### config.mk
export PLATFORM = sky130hd
export DESIGN_NAME = uart16550_stream_ctrl
export DESIGN_NICKNAME = d
export VERILOG_FILES = /design/src/rtl/uart16550_stream_ctrl.sv
export SDC_FILE = /design/constraint.sdc
export NUM_CORES = 1
export LEC_CHECK = 0
export CORE_MARGIN = 5
export CORE_UTILIZATION = 48
export DETAILED_ROUTE_END_ITERATION = 8
export GPL_ROUTABILITY_DRIVEN = 0
export PLACE_DENSITY_LB_ADDON = 0.2
export SYNTH_ARGS = -nofsm -noshare
export SYNTH_HDL_FRONTEND = slang
export SYNTH_SLANG_ARGS = --single-unit
### constraint.sdc
create_clock -name clk -period 1.88 [get_ports clk]
set_clock_uncertainty 0.05 [all_clocks]
set_input_delay 0.376 -clock clk [delete_from_list [all_inputs] [get_ports clk]]
set_output_delay 0.376 -clock clk [all_outputs]
set_load 0.005 [all_outputs]
### src/rtl/uart16550_stream_ctrl.sv
// Wishbone master for iob_uart16550: programs divisor/LCR/FCR after reset, then
// polls LSR to move bytes between valid/ready streams and the THR/RBR registers.
module uart16550_stream_ctrl #(
    parameter logic [15:0] DIVISOR       = 16'd2,
    parameter logic [7:0]  LCR_VAL       = 8'h03,
    parameter logic [7:0]  FCR_VAL       = 8'h07,
    parameter int          TX_FIFO_DEPTH = 16,
    parameter int          POLL_GAP      = 4
) (
    input  logic        clk,
    input  logic        wb_rst_i,
    input  logic [7:0]  s_tdata,
    input  logic        s_tvalid,
    output logic        s_tready,
    output logic [7:0]  m_tdata,
    output logic        m_tvalid,
    input  logic        m_tready,
    output logic [4:0]  wb_adr_o,
    output logic [31:0] wb_dat_o,
    input  logic [31:0] wb_dat_i,
    output logic        wb_we_o,
    output logic        wb_stb_o,
    output logic        wb_cyc_o,
    output logic [3:0]  wb_sel_o,
    input  logic        wb_ack_i,
    output logic        init_done_o,
    output logic        rx_err_o
);

    localparam logic [3:0] I_LCRD = 4'd0;
    localparam logic [3:0] I_DLL  = 4'd1;
    localparam logic [3:0] I_DLM  = 4'd2;
    localparam logic [3:0] I_LCR  = 4'd3;
    localparam logic [3:0] I_FCR  = 4'd4;
    localparam logic [3:0] GAP    = 4'd5;
    localparam logic [3:0] POLL   = 4'd6;
    localparam logic [3:0] RX_RD  = 4'd7;
    localparam logic [3:0] TX_LD  = 4'd8;
    localparam logic [3:0] TX_WR  = 4'd9;

    localparam logic [4:0]  CREDIT_INIT = 5'(TX_FIFO_DEPTH);
    localparam logic [15:0] GAP_LAST    = (POLL_GAP > 0) ? 16'(POLL_GAP - 1) : 16'd0;
    // A zero gap skips the GAP state entirely so the next poll launches one edge sooner.
    localparam logic [3:0]  IDLE_NEXT   = (POLL_GAP > 0) ? GAP : POLL;

    logic [3:0]  r_state;
    logic        r_cyc;
    logic [4:0]  r_adr;
    logic [31:0] r_dat;
    logic        r_we;
    logic [3:0]  r_sel;
    logic [7:0]  r_m_tdata;
    logic        r_m_tvalid;
    logic [7:0]  r_tx_byte;
    logic [4:0]  r_credit;
    logic [15:0] r_gap_cnt;
    logic        r_init_done;
    logic        r_rx_err;

    logic        w_bus_state;
    logic [4:0]  w_req_adr;
    logic [7:0]  w_req_byte;
    logic        w_req_we;
    logic [7:0]  w_rd_byte;
    logic        w_ack;
    logic        w_take;

    assign w_ack  = r_cyc & wb_ack_i;
    assign w_take = (r_state == TX_LD) && s_tvalid && (r_credit != 5'd0);

    assign s_tready    = w_take;
    assign m_tdata     = r_m_tdata;
    assign m_tvalid    = r_m_tvalid;
    assign wb_adr_o    = r_adr;
    assign wb_dat_o    = r_dat;
    assign wb_we_o     = r_we;
    assign wb_stb_o    = r_cyc;
    assign wb_cyc_o    = r_cyc;
    assign wb_sel_o    = r_sel;
    assign init_done_o = r_init_done;
    assign rx_err_o    = r_rx_err;

    // Per-state bus request: register address, write byte and direction.
    always_comb begin
        w_bus_state = 1'b1;
        w_req_adr   = 5'd0;
        w_req_byte  = 8'h00;
        w_req_we    = 1'b1;
        case (r_state)
            I_LCRD: begin
                w_req_adr  = 5'd3;
                w_req_byte = LCR_VAL | 8'h80;
            end
            I_DLL: begin
                w_req_adr  = 5'd0;
                w_req_byte = DIVISOR[7:0];
            end
            I_DLM: begin
                w_req_adr  = 5'd1;
                w_req_byte = DIVISOR[15:8];
            end
            I_LCR: begin
                w_req_adr  = 5'd3;
                w_req_byte = LCR_VAL;
            end
            I_FCR: begin
                w_req_adr  = 5'd2;
                w_req_byte = FCR_VAL;
            end
            POLL: begin
                w_req_adr = 5'd5;
                w_req_we  = 1'b0;
            end
            RX_RD: begin
                w_req_adr = 5'd0;
                w_req_we  = 1'b0;
            end
            TX_WR: begin
                w_req_adr  = 5'd0;
                w_req_byte = r_tx_byte;
            end
            default: begin
                w_bus_state = 1'b0;
            end
        endcase
    end

    // Read-data lane selected by the latched address.
    always_comb begin
        w_rd_byte = 8'h00;
        case (r_adr[1:0])
            2'd0:    w_rd_byte = wb_dat_i[7:0];
            2'd1:    w_rd_byte = wb_dat_i[15:8];
            2'd2:    w_rd_byte = wb_dat_i[23:16];
            2'd3:    w_rd_byte = wb_dat_i[31:24];
            default: w_rd_byte = 8'h00;
        endcase
    end

    // Sequencer: bus cycle launch/completion, init order, polling and stream moves.
    always_ff @(posedge clk) begin
        if (wb_rst_i) begin
            r_state     <= I_LCRD;
            r_cyc       <= 1'b0;
            r_adr       <= 5'd0;
            r_dat       <= 32'd0;
            r_we        <= 1'b0;
            r_sel       <= 4'd0;
            r_m_tdata   <= 8'd0;
            r_m_tvalid  <= 1'b0;
            r_tx_byte   <= 8'd0;
            r_credit    <= 5'd0;
            r_gap_cnt   <= 16'd0;
            r_init_done <= 1'b0;
            r_rx_err    <= 1'b0;
        end else begin
            r_rx_err <= 1'b0;
            if (r_m_tvalid && m_tready) begin
                r_m_tvalid <= 1'b0;
            end
            // Launching only while cyc is low guarantees an idle cycle after every ack.
            if (w_bus_state && !r_cyc) begin
                r_cyc <= 1'b1;
                r_adr <= w_req_adr;
                r_dat <= {24'd0, w_req_byte} << {w_req_adr[1:0], 3'b000};
                r_we  <= w_req_we;
                r_sel <= 4'b0001 << w_req_adr[1:0];
            end else if (w_bus_state && w_ack) begin
                r_cyc <= 1'b0;
                case (r_state)
                    I_LCRD: r_state <= I_DLL;
                    I_DLL:  r_state <= I_DLM;
                    I_DLM:  r_state <= I_LCR;
                    I_LCR:  r_state <= I_FCR;
                    I_FCR: begin
                        r_init_done <= 1'b1;
                        r_state     <= IDLE_NEXT;
                    end
                    POLL: begin
                        r_rx_err <= |w_rd_byte[4:1];
                        // A waiting RX byte wins over TX so the receive FIFO cannot overrun.
                        if (w_rd_byte[0] && !r_m_tvalid) begin
                            r_state <= RX_RD;
                        end else if (w_rd_byte[5] && s_tvalid) begin
                            r_credit <= CREDIT_INIT;
                            r_state  <= TX_LD;
                        end else begin
                            r_state <= IDLE_NEXT;
                        end
                    end
                    RX_RD: begin
                        r_m_tdata  <= w_rd_byte;
                        r_m_tvalid <= 1'b1;
                        r_state    <= IDLE_NEXT;
                    end
                    TX_WR:   r_state <= TX_LD;
                    default: r_state <= IDLE_NEXT;
                endcase
            end else if (r_state == GAP) begin
                if (r_gap_cnt == GAP_LAST) begin
                    r_gap_cnt <= 16'd0;
                    r_state   <= POLL;
                end else begin
                    r_gap_cnt <= r_gap_cnt + 16'd1;
                end
            end else if (r_state == TX_LD) begin
                if (w_take) begin
                    r_tx_byte <= s_tdata;
                    r_credit  <= r_credit - 5'd1;
                    r_state   <= TX_WR;
                end else begin
                    r_state <= IDLE_NEXT;
                end
            end else if (r_state > TX_WR) begin
                r_state <= I_LCRD;
            end else begin
                r_state <= r_state;
            end
        end
    end

endmodule

==> Word level (Yosys, flattened, before mapping) <==
Index checks and enable logic that the tools add are counted.
{ "classes": {"shifts": 2, "reduce_logical": 27, "eq_ne": 18, "n_bitwise": 5, "n_addsub": 2, "n_mux": 28, "magnitude_cmp": 1} }
{ "op_table": {"columns": ["operator", "count"], "rows": [
  ["8-bit case mux with 5 select lines", 1],
  ["5-bit two-way mux", 7],
  ["4-bit two-way mux", 8],
  ["8-bit case mux with 4 select lines", 1],
  ["8-bit by 5-bit << shifter with 32-bit output", 1],
  ["4-bit case mux with 6 select lines", 1],
  ["16-bit by 1-bit adder with 16-bit output (second input constant)", 1],
  ["16-bit by 2-bit equality test with 1-bit output (second input constant)", 1],
  ["4-bit by 3-bit equality test with 1-bit output (second input constant)", 4],
  ["16-bit two-way mux", 1],
  ["3-bit case mux with 4 select lines", 1],
  ["3-bit AND reduction", 4],
  ["4-bit by 2-bit equality test with 1-bit output (second input constant)", 2],
  ["4-bit equality test (second input constant)", 2],
  ["1-bit two-way mux", 8],
  ["4-bit OR reduction", 2],
  ["8-bit OR reduction", 1],
  ["1-bit logical AND", 7],
  ["7-bit AND reduction", 1],
  ["2-bit nonzero test", 3],
  ["5-bit AND reduction", 1],
  ["5-bit nonzero test", 1],
  ["5-bit by 1-bit subtractor with 5-bit output (second input constant)", 1],
  ["2-bit equality test (second input constant)", 2],
  ["14 further kinds", 21]
]} }
{ "totals": {"elab_cells": 96, "out_inout_bits": 56, "register_bits": 87, "in_bits": 45} }

==> Depth between registers and ports, before layout <==
{ "logic_depth": {"depth_word": 7, "ltp_mapped": 8, "depth_no_buf": 7} }

==> Least setup slack after synthesis <==
Ideal clock, no wire load.
{ "synth_timing": {"path_type": "reg-to-output", "start": "reg r_credit[0]", "end": "out s_tready", "arrival_time_ps": 1366, "required_time_ps": 1454, "n_path_buf": 1, "stages_incl_launch_ff": 7, "slack_ps": 88, "path_cell_list": "dfxtp_1 inv_1 ha_1 or4b_1 nand4_1 inv_1 clkbuf_1"} }
{ "synth_via": {"elab_chain_cells": 2} }
{ "synth_lines": {"columns": ["element", "line_no", "rtl"], "rows": [
  ["start, declared", "55", "logic [4:0] r_credit;"],
  ["start signal, assigned", "209", "r_credit <= r_credit - 5'd1;"],
  ["5-bit nonzero test", "69", "assign w_take = (r_state == TX_LD) && s_tvalid && (r_credit != 5'd0);"],
  ["1-bit logical AND", "69", null],
  ["end, declared", "14", "output logic s_tready,"]
]} }
No other way between the ends.

==> Final worst setup path <==
{ "layout_timing": {"start": "reg r_credit[1]", "end": "out s_tready"} }
The elaborated chain is that of the path after synthesis.

==> out/summary.txt <==
Initial Utilization = 49.63%
Clock root buffer = clkbuf_8
GR Layer Usage met2 = 33.07%
N_diodes = 0
Failing checks = setup timing
Final WL = 9.515 mm
Top cells by count, synth = dfxtp_1, nor2_1, nand2_1
Mapped Cells = 403
Lkg Pwr = 0.002037 uW
Hpwl dp = 7.085 mm
DRT iter0 DRCs = 132
Synth warn = 0
Drt wl/cell = 15.15 microns
Yosys top cell area share = 46.77%
Fill cells = 562
Comb power frac = 35.2%
Placed instance count = 610
Worst vdd ir = 0.0009328 V
Sequential cell area = 1710 sq um
Port-buffer cells = 98
Syn_area_per_cell = 9.029 sq um
Total CTS buffers = 9
Clock buffer depth = 2
ANT nets after route = 0
Max_cap viols = 0
Worst Path Required = 1450 ps
Post-Place Setup Slack = -234.4 ps
Pint = 3331 uW
Multi-input logic area = 1815 sq um
Distinct cells, synth = 57
First-pass GRT wire length = 15.78 mm
Ys async rst share = 0%
Die area = 9422 sq um
Final worst path period need = 2047 ps
Die W = 97.07 microns
Total net switching power = 1640 uW
Status = finished with violations
Area grow syn2layout = 41.92%
Register share of total power = 40.8%
Clock-pin slew on the worst setup and hold paths = 90 ps
Most frequent cell after synthesis = dfxtp_1
Peak Freq = 488.6 MHz
Top_reg_cell synth = dfxtp_1
Critical Path AT = 1620 ps
Power Total = 4971 uW
Post-synth EDFFs = 0
Crit-path max FO = 2
Share of cells above drive strength 1 = 15.69%
Clock tree from TritonCTS = yes
Seq cells post-synth = 85
Main area contributors after synthesis = dfxtp_1, nor2_1, a21oi_1
Sw frac = 32.99%
GR peak layer = met2
Post-layout nets = 572
Vias in the first global route = 3242
Grt ovf = 0
Final Setup Violations = 1
Sequential share of the synthesized area = 46.77%
Die Span Y = 97.07 microns
Pin count of the biggest net entering global routing = 23
Max Slew Vio Count = 0
Period utilization = 108.9%
# DRC = 0
Via count = 3316
DR pass1 iterations = 4
Total track usage = 20.23%
Routing usage on met1 = 26.04%
Setup TNS = -166.5 ps
Final Hold Fails = 0
Power Density = 962.7 nW/um^2
Ports = 101
Post-DR vias/cell = 5.280
# clock sinks = 85
Synth area leader = dfxtp_1
Core Box Area = 7331 sq um
Syn Std Cell Area = 3638 sq um
Site row count = 31
GR Layer Usage met3 = 4.451%
Post-route setup slack = -166.5 ps
Crit Path Class = flip-flop to output port
CP Launch Type = flip-flop
Clk pwr share = 24.0%
Non-Filler Instances = 628
Worst hold-check path type = flip-flop to flip-flop
H-tree depth = 3
Antenna violations before repair = 0
Critical path capture point type = output port
RSZ-0062 raised after global routing = true
Worst skew pair latency = 360 ps
metal layers:
layer / up-vias / share of wire (%)
met5: - / 0
met2: 85 / 49
met1: 1553 / 43
li1: 1664 / -
met4: 0 / 2.0
met3: 14 / 5.3
final timing paths:
check / start / end / slack [ps] / cells after the start
setup reg to reg: r_credit[1]$_SDFFE_PP0P_ / r_state[2]$_SDFFE_PP0P_ / 50 / 8
setup / recovery: r_credit[1]$_SDFFE_PP0P_ / s_tready / -170 / 6
hold reg to reg: r_tx_byte[2]$_SDFFE_PP0P_ / r_tx_byte[2]$_SDFFE_PP0P_ / 410 / 2
hold / removal: r_tx_byte[2]$_SDFFE_PP0P_ / r_tx_byte[2]$_SDFFE_PP0P_ / 410 / 2
worst max-delay path, cell delays in order (launching register included):
cell,delay [ps]
dfxtp_2,330
inv_2,70
ha_4,120
or4b_4,450
nand4_1,110
inv_1,60
buf_2,120
layout make-up:
cell class                      instances  share of cell area (%)
Inverter                                6                  0.4362
Clock buffer                            9                   2.399
Timing Repair Buffer                  139                   25.35
Tap cell                               99                   2.399
Sequential cell                        85                   33.12
Clock inverter                          7                   1.139
Multi-Input combinational cell        283                   35.16
stage by stage:
step | utilization, % | hold slack (ps) | area [sq um]
after CTS | 70.15 | 409.9 | 5142
after detailed placement | 67.21 | 397.0 | 4927
after global routing | 70.44 | 436.3 | 5164
after floorplan | - | 381.5 | 3642
final | 70.44 | 410.2 | 5164
after global placement | 67.21 | 391.9 | 4927
flip-flops by register name (all words and copies together) (netlist names), 3 cells and up:
signal / cells
wb_dat_o: 32
r_gap_cnt: 16
m_tdata: 8
r_tx_byte: 8
r_credit: 5
r_state: 4
wb_sel_o: 4
wb_adr_o: 3
power groups by stage:
stage | logic (uW) | registers [uW] | clock network (uW)
3_5_place_dp | 1690 | 2080 | 0
2_1_floorplan | 985 | 2040 | 0
3_3_place_gp | 1670 | 2080 | 0
6_report | 1750 | 2030 | 1190
5_1_grt | 1900 | 2050 | 1310
4_1_cts | 1740 | 2020 | 1210
logic make-up after synthesis:
| kind of cell | Yosys count | synth area share (%) |
|---|---|---|
| flip-flops | 85 | 46.77 |
| other | 1 | 0.1031 |
| buffers and inverters | 36 | 4.402 |
| multiplexers | 22 | 8.184 |
| AND/OR/NAND/NOR | 168 | 23.69 |
| adder cells (fa/ha/maj) | 3 | 1.032 |
| AO/OA/AOI/OAI | 76 | 12.93 |
| XOR/XNOR | 12 | 2.889 |
cells in the final DEF (no fill, tap or decap), types with 4 or more instances in the layout:
cell,synthesis,routed
and3_1,20,20
nor4_1,5,5
xor2_1,9,9
mux2i_1,14,14
clkbuf_8,0,9
a22oi_1,8,8
nor2_1,49,49
buf_4,3,39
nand2_1,38,38
o21ai_0,10,10
dfxtp_2,0,4
a21oi_1,33,33
mux4_2,6,6
or3_1,6,6
nand2b_1,9,9
nor3_1,6,6
clkdlybuf4s50_1,0,97
dfxtp_1,85,80
nor2b_1,6,6
nand4_1,6,6
nand3_1,6,5
timing repair:
item	CTS	global route
setup buffers	2	0
resized for setup	13	5
hold buffers	0	0
endpoints found under the setup margin	5	12
pin swaps	2	1
(Power assumes the default switching activity.)
